===== src/rtl/fetch_unit.sv =====
// Instruction fetch unit: keeps one memory read outstanding, delivers fetched
// words to the IR with zero bubbles, buffers one word while the IR is stalled,
// and drains reads that a redirect cancelled before restarting at the target.
module fetch_unit #(
  parameter logic [15:0] RESET_PC = 16'h0000
) (
  input  logic        clk,
  input  logic        reset,
  input  logic        stall,
  input  logic        redirect,
  input  logic [15:0] redirect_pc,
  input  logic        mem_resp,
  input  logic [15:0] mem_rdata,
  output logic        mem_read,
  output logic [15:0] mem_address,
  output logic        ir_load,
  output logic [15:0] ir_data,
  output logic [15:0] ir_pc
);

  typedef enum logic [1:0] {
    StFetch,
    StHold,
    StDiscard
  } state_e;

  localparam logic [15:0] PcMask = 16'hFFFE;

  state_e      state_q, state_d;
  logic [15:0] pc_q, pc_d;
  logic [15:0] buffer_q, buffer_d;
  logic [15:0] discard_addr_q, discard_addr_d;

  logic [15:0] redirect_target;
  logic [15:0] pc_inc;

  // Raw outputs before the reset gate.
  logic        mem_read_c;
  logic [15:0] mem_address_c;
  logic        ir_load_c;
  logic [15:0] ir_data_c;
  logic [15:0] ir_pc_c;

  assign redirect_target = redirect_pc & PcMask;
  assign pc_inc          = pc_q + 16'd2;

  // State registers; reset abandons any outstanding access.
  always_ff @(posedge clk or posedge reset) begin
    if (reset) begin
      state_q        <= StFetch;
      pc_q           <= RESET_PC & PcMask;
      buffer_q       <= 16'h0000;
      discard_addr_q <= 16'h0000;
    end else begin
      state_q        <= state_d;
      pc_q           <= pc_d;
      buffer_q       <= buffer_d;
      discard_addr_q <= discard_addr_d;
    end
  end

  // Next-state and output decode; redirect outranks stall and mem_resp.
  always_comb begin
    state_d        = state_q;
    pc_d           = pc_q;
    buffer_d       = buffer_q;
    discard_addr_d = discard_addr_q;
    mem_read_c     = 1'b0;
    mem_address_c  = pc_q;
    ir_load_c      = 1'b0;
    ir_data_c      = 16'h0000;
    ir_pc_c        = 16'h0000;

    unique case (state_q)
      StFetch: begin
        mem_read_c    = 1'b1;
        mem_address_c = pc_q;
        if (redirect) begin
          pc_d = redirect_target;
          if (!mem_resp) begin
            // Read still in flight: remember its address so it stays stable.
            discard_addr_d = pc_q;
            state_d        = StDiscard;
          end
        end else if (mem_resp) begin
          if (stall) begin
            buffer_d = mem_rdata;
            state_d  = StHold;
          end else begin
            ir_load_c = 1'b1;
            ir_data_c = mem_rdata;
            ir_pc_c   = pc_q;
            pc_d      = pc_inc;
          end
        end
      end

      StHold: begin
        if (redirect) begin
          pc_d    = redirect_target;
          state_d = StFetch;
        end else if (!stall) begin
          ir_load_c = 1'b1;
          ir_data_c = buffer_q;
          ir_pc_c   = pc_q;
          pc_d      = pc_inc;
          state_d   = StFetch;
        end
      end

      StDiscard: begin
        mem_read_c    = 1'b1;
        mem_address_c = discard_addr_q;
        if (redirect) begin
          pc_d = redirect_target;
        end
        if (mem_resp) begin
          state_d = StFetch;
        end
      end

      default: begin
        state_d = StFetch;
      end
    endcase
  end

  // Reset is asynchronous, so the request and IR strobe are gated directly.
  assign mem_read    = mem_read_c & ~reset;
  assign mem_address = mem_address_c;
  assign ir_load     = ir_load_c & ~reset;
  assign ir_data     = ir_load ? ir_data_c : 16'h0000;
  assign ir_pc       = ir_load ? ir_pc_c : 16'h0000;

`ifndef SYNTHESIS
  a_idle_zero : assert property (@(posedge clk)
      !ir_load |-> (ir_data == 16'h0000 && ir_pc == 16'h0000));
  a_redirect_blocks_load : assert property (@(posedge clk) redirect |-> !ir_load);
`endif

endmodule


===== config.mk =====
export PLATFORM = sky130hd
export DESIGN_NAME = fetch_unit
export DESIGN_NICKNAME = d
export VERILOG_FILES = /design/src/rtl/fetch_unit.sv
export SDC_FILE = /design/constraint.sdc
export NUM_CORES = 1
export LEC_CHECK = 0
export BUFFER_PORTS_ARGS = -buffer_cell sky130_fd_sc_hd__buf_2
export CORE_UTILIZATION = 46
export CTS_CLUSTER_DIAMETER = 50
export DETAILED_ROUTE_END_ITERATION = 8
export PLACE_DENSITY_LB_ADDON = 0.08
export SYNTH_ARGS = -nofsm -noshare
export SYNTH_HDL_FRONTEND = slang
export SYNTH_SLANG_ARGS = --single-unit
export TNS_END_PERCENT = 100

===== constraint.sdc =====
create_clock -name clk -period 2.8 [get_ports clk]
set_input_delay 0.56 -clock clk [delete_from_list [all_inputs] [get_ports clk]]
set_output_delay 0.56 -clock clk [all_outputs]
set_load 0.01 [all_outputs]

==> Yosys cells after proc, flatten, opt, wreduce, memory -nomap -nowiden <==
Cells that the tools add are included.
{ "totals": {"ff_bits": 50, "input_bits": 37, "output_inout_bits": 50, "wordCells": 59} }
{ "classes": {"add_sub_neg": 1, "eq_ne": 8, "n_mux": 34, "bitwise_logic": 5, "reduce_logical": 7} }
{ "ops": {"columns": ["operator", "n"], "rows": [
  ["two-way mux 16 bit", 17],
  ["case mux 16 bit (2 select lines)", 2],
  ["case mux 16 bit (3 select lines)", 1],
  ["adder 16 x 2 -> 16 bit (second input constant)", 1],
  ["two-way mux 2 bit", 7],
  ["!= test 3 bit (second input constant)", 4],
  ["case mux 2 bit (3 select lines)", 1],
  ["AND reduction 3 bit", 2],
  ["two-way mux 1 bit", 5],
  ["AND reduction 5 bit", 1],
  ["!= test 2 bit (second input constant)", 2],
  ["AND reduction 4 bit", 1],
  ["inverter 1 bit", 3],
  ["nonzero test 3 bit", 1],
  ["AND 1 bit", 2],
  ["equality test 2 x 1 -> 1 bit (second input constant)", 1],
  ["equality test 2 bit (second input constant)", 1],
  ["logical NOT 2 bit", 1],
  ["case mux 1 bit (2 select lines)", 1],
  ["OR reduction 2 bit", 1]
]} }

==> Logic depth before layout (Yosys ltp) <==
{ "depth": {"ltp_word": 6, "mapped_depth": 7, "depth_no_buf": 5} }

==> Worst setup path before layout <==
OpenSTA, ideal clock, no wires.
{ "synth_path": {"path_kind": "input -> output", "from": "input port reset", "to": "output port ir_pc[11]", "t_arrival_ps": 2495, "t_required_ps": 2240, "path_slack_ps": -255, "cell_stages": 5, "path_cell_list": "inv_1 -> nand3_2 -> inv_1 -> buf_2 -> and2_1"} }
{ "synth_via": {"elab_chain_cells": 3} }
{ "synth_lines": {"columns": ["item", "line_no", "rtl"], "rows": [
  ["start: declaration", "8", "input logic reset,"],
  ["inverter 1 bit", "131", "assign ir_load = ir_load_c & ~reset;"],
  ["AND 1 bit", "131", null],
  ["named net ir_load", "16", "output logic ir_load,"],
  ["two-way mux 16 bit", "133", "assign ir_pc = ir_load ? ir_pc_c : 16'h0000;"],
  ["end: declaration", "18", "output logic [15:0] ir_pc"]
]} }
The timed path passes the listed nets, and every way through them passes these cells.

==> Worst setup path in the final report <==
{ "layout_path": {"from": "register state_q[0]", "to": "output port ir_pc[15]"} }
{ "layout_via": {"elab_chain_cells": 4} }
{ "layout_lines": {"columns": ["item", "line_no", "rtl"], "rows": [
  ["start: declaration", "29", "state_e state_q, state_d;"],
  ["start signal: assignment", "50", "state_q <= StFetch;"],
  ["start signal: assignment", "55", "state_q <= state_d;"],
  ["equality test 2 x 1 -> 1 bit / logical NOT 2 bit (equally long branches)", "74", "unique case (state_q)"],
  ["case mux 1 bit (2 select lines)", "74", null],
  ["AND 1 bit", "131", null],
  ["two-way mux 16 bit (*)", "133", null]
]} }
Every way passes the cells marked *; elsewhere a longest branch is shown, timed or not.

==> reports/qor.csv <==
metric;value;unit
status;complete, no violations;
synth.area.top_cells;dfrtp_1 (43%), mux2_2 (12%), nand2_1 (6.4%);
fmax;420;MHz
path_cells;o21ba_2 > nand3_2 > inv_1 > and2_1 > buf_2;
vdd_drop_max;0.354;mV
rrSetupSlack;0.83;ns
synthToLayoutAreaGrowth;19.8;%
cp_slowest_cell;dfrtp_1;
pwr-share-comb;29.9;%
holdCritPathClass;primary input to async pin;
nNetsFinal;412;
dp_hpwl;4670;um
antennaDiodeCount;0;
postCtsSetupBuffers;0;
p_leak;0.00157;uW
power_frac_clock;20.6;%
clkTransAtPathRegs;0.09;ns
wl;6810;um
synth_common_cells;dfrtp_1 (48), nand2_1 (48), mux2_2 (31);
grtUsageTotal;22.0;%
syn-instance-count;298;
drive_above_1_share;37.3;%
gr-total-overflow;0;
p_switching;715;uW
drv_cap;0;
grt_pass1_vias;2217;
power.density;634;mW/mm^2
cts_resized;0;
setup_viol;0;
coreArea;0.00589;mm^2
cts_buffers;5;
cts_tree;built;
vias;2527;
internal_power;1410;uW
port_buffers;83;
r2r_start;state_q[0]$_DFFE_PP0P_;
path_class;flip-flop to output port;
finalCritPeriodShare;85.1;%
async_flop_share;100;%
synth-seq-area-share;42.8;%
htree_levels;2;
die_h;80.1;um
cts.sinks;48;
dr.pass1.iters;4;
switching_share;33.6;%
yosys_warnings;0;
slew_headroom;59.1;%
fill_cells;557;
final_max_slew_viol_count;0;
tns;0;ns
ant_nets;0;
clockRootBuffer;clkbuf_8;
startpoint_type;flip-flop;
worstRegToRegCells;4;
crit_start;state_q[0]$_DFFE_PP0P_;
wire_per_inst;15.1;um
synthDistinctLibCells;39;
gp_congestion;0.854;
synth_area_leader_cell;dfrtp_1;
drt_iter0_markers;150;
yosysTopAreaCellShare;42.8;%
cp_slowest_stage_delay;0.53;ns
final_core_util;57.1;%
worst_pin_slew;0.614;ns
insertion_delay;0.30;ns
pin_count;87;
grt_max_degree;49;
num_rows;28;
timing.rr.end;pc_q[4]$_DFFE_PP0P_;
cp_data_required_time;2.24;ns
synth-seq-cells;48;
clockBufferDepth;2;
placed_area;0.00327;mm^2
dieWidth;80.1;um
arrival;1.82;ns
start_util;47.6;%
rsz0062_at_grt;false;
synthFlopType;dfrtp_1;
synth_area_per_cell;9.41;um^2
grt_pass1_wl;10800;um
finalHoldViolCount;0;
design_area;0.00336;mm^2
antenna_found_initial;0;
synth_edf_count;0;
p_seq_share;49.6;%
netlist_area;0.00280;mm^2
die_area;0.00641;mm^2
min_period;2.38;ns
drc_errors;0;
holdBufCountCts;0;
path_max_fanout;14;
viasPerCell;5.62;
skew;0.00504;ns
crit_path_end_kind;output port;
[area by class of cell]
type	count	area, um^2	share of cell area [%]
Multi-Input combinational cell	218	1440	42.9
Inverter	7	30.0	0.894
Sequential cell	48	1200	35.8
Tap cell	75	93.8	2.79
Clock inverter	1	7.51	0.223
Clock buffer	7	86.3	2.57
Timing Repair Buffer	94	498	14.8
[stage by stage]
stage	setup slack (ns)	instances	hold slack (ns)	power (uW)
CTS	0.392	450	0.490	2150
global placement	0.562	442	0.487	1690
floorplan	0.174	299	0.480	1500
finish	0.417	450	0.459	2130
global route	0.238	450	0.488	2270
detailed placement	0.532	442	0.493	1710
[layout by cell type (no fill, tap or decap), types with 9 or more instances in the layout]
cell type | Yosys | layout
nor2_1 | 22 | 22
nand3_1 | 11 | 11
buf_2 | 14 | 83
dfrtp_1 | 48 | 48
and2_1 | 14 | 14
a21oi_1 | 12 | 12
a2bb2oi_1 | 9 | 9
buf_4 | 4 | 11
nand2_1 | 48 | 48
a22oi_1 | 18 | 18
mux2_2 | 31 | 31
[per-layer routing]
metal	track usage, %	vias to the layer above	wire (um)	part of all wire, %
met4	6.07	0	70	1.0
met2	33.2	73	3170	47
met1	32.1	1221	3200	47
met3	3.98	7	371	5.4
met5	0	-	0	0
li1	-	1226	-	-
[cells by family after synthesis]
family,share of synthesized area (%)
mux,12.8
buf+inv,5.85
compound gates,16.6
fa+ha+maj,0.446
flops,42.8
simple gates,21.3
other cells,0.134
[worst max-delay path by stage]
stage           endpoint  cells after the start  slack, ns
2_1_floorplan  ir_pc[11]                      5       0.17
3_3_place_gp    ir_pc[2]                      6       0.56
3_5_place_dp    ir_pc[2]                      6       0.53
4_1_cts         ir_pc[2]                      5       0.39
5_1_grt        ir_pc[15]                      5       0.24
6_report       ir_pc[15]                      5       0.42
[sequential cells by signal, summed over array words and instances (netlist names)]
signal	flops
state_q	2
pc_q	15
discard_addr_q	15
buffer_q	16
[critical path: cells and delay by family (launching register included)]
family	cells	cell delay, ns
compound gates	1	0.25
flops	1	0.53
buf+inv	2	0.46
simple gates	2	0.27
[power by group through the flow]
| stage | logic (uW) | clock network (uW) | registers [uW] |
|---|---|---|---|
| floorplan | 507 | 0 | 997 |
| global placement | 628 | 0 | 1060 |
| detailed placement | 639 | 0 | 1070 |
| CTS | 641 | 450 | 1050 |
| global route | 709 | 479 | 1090 |
| finish | 636 | 438 | 1060 |
No activity file was read; power rests on OpenSTA's default activity.
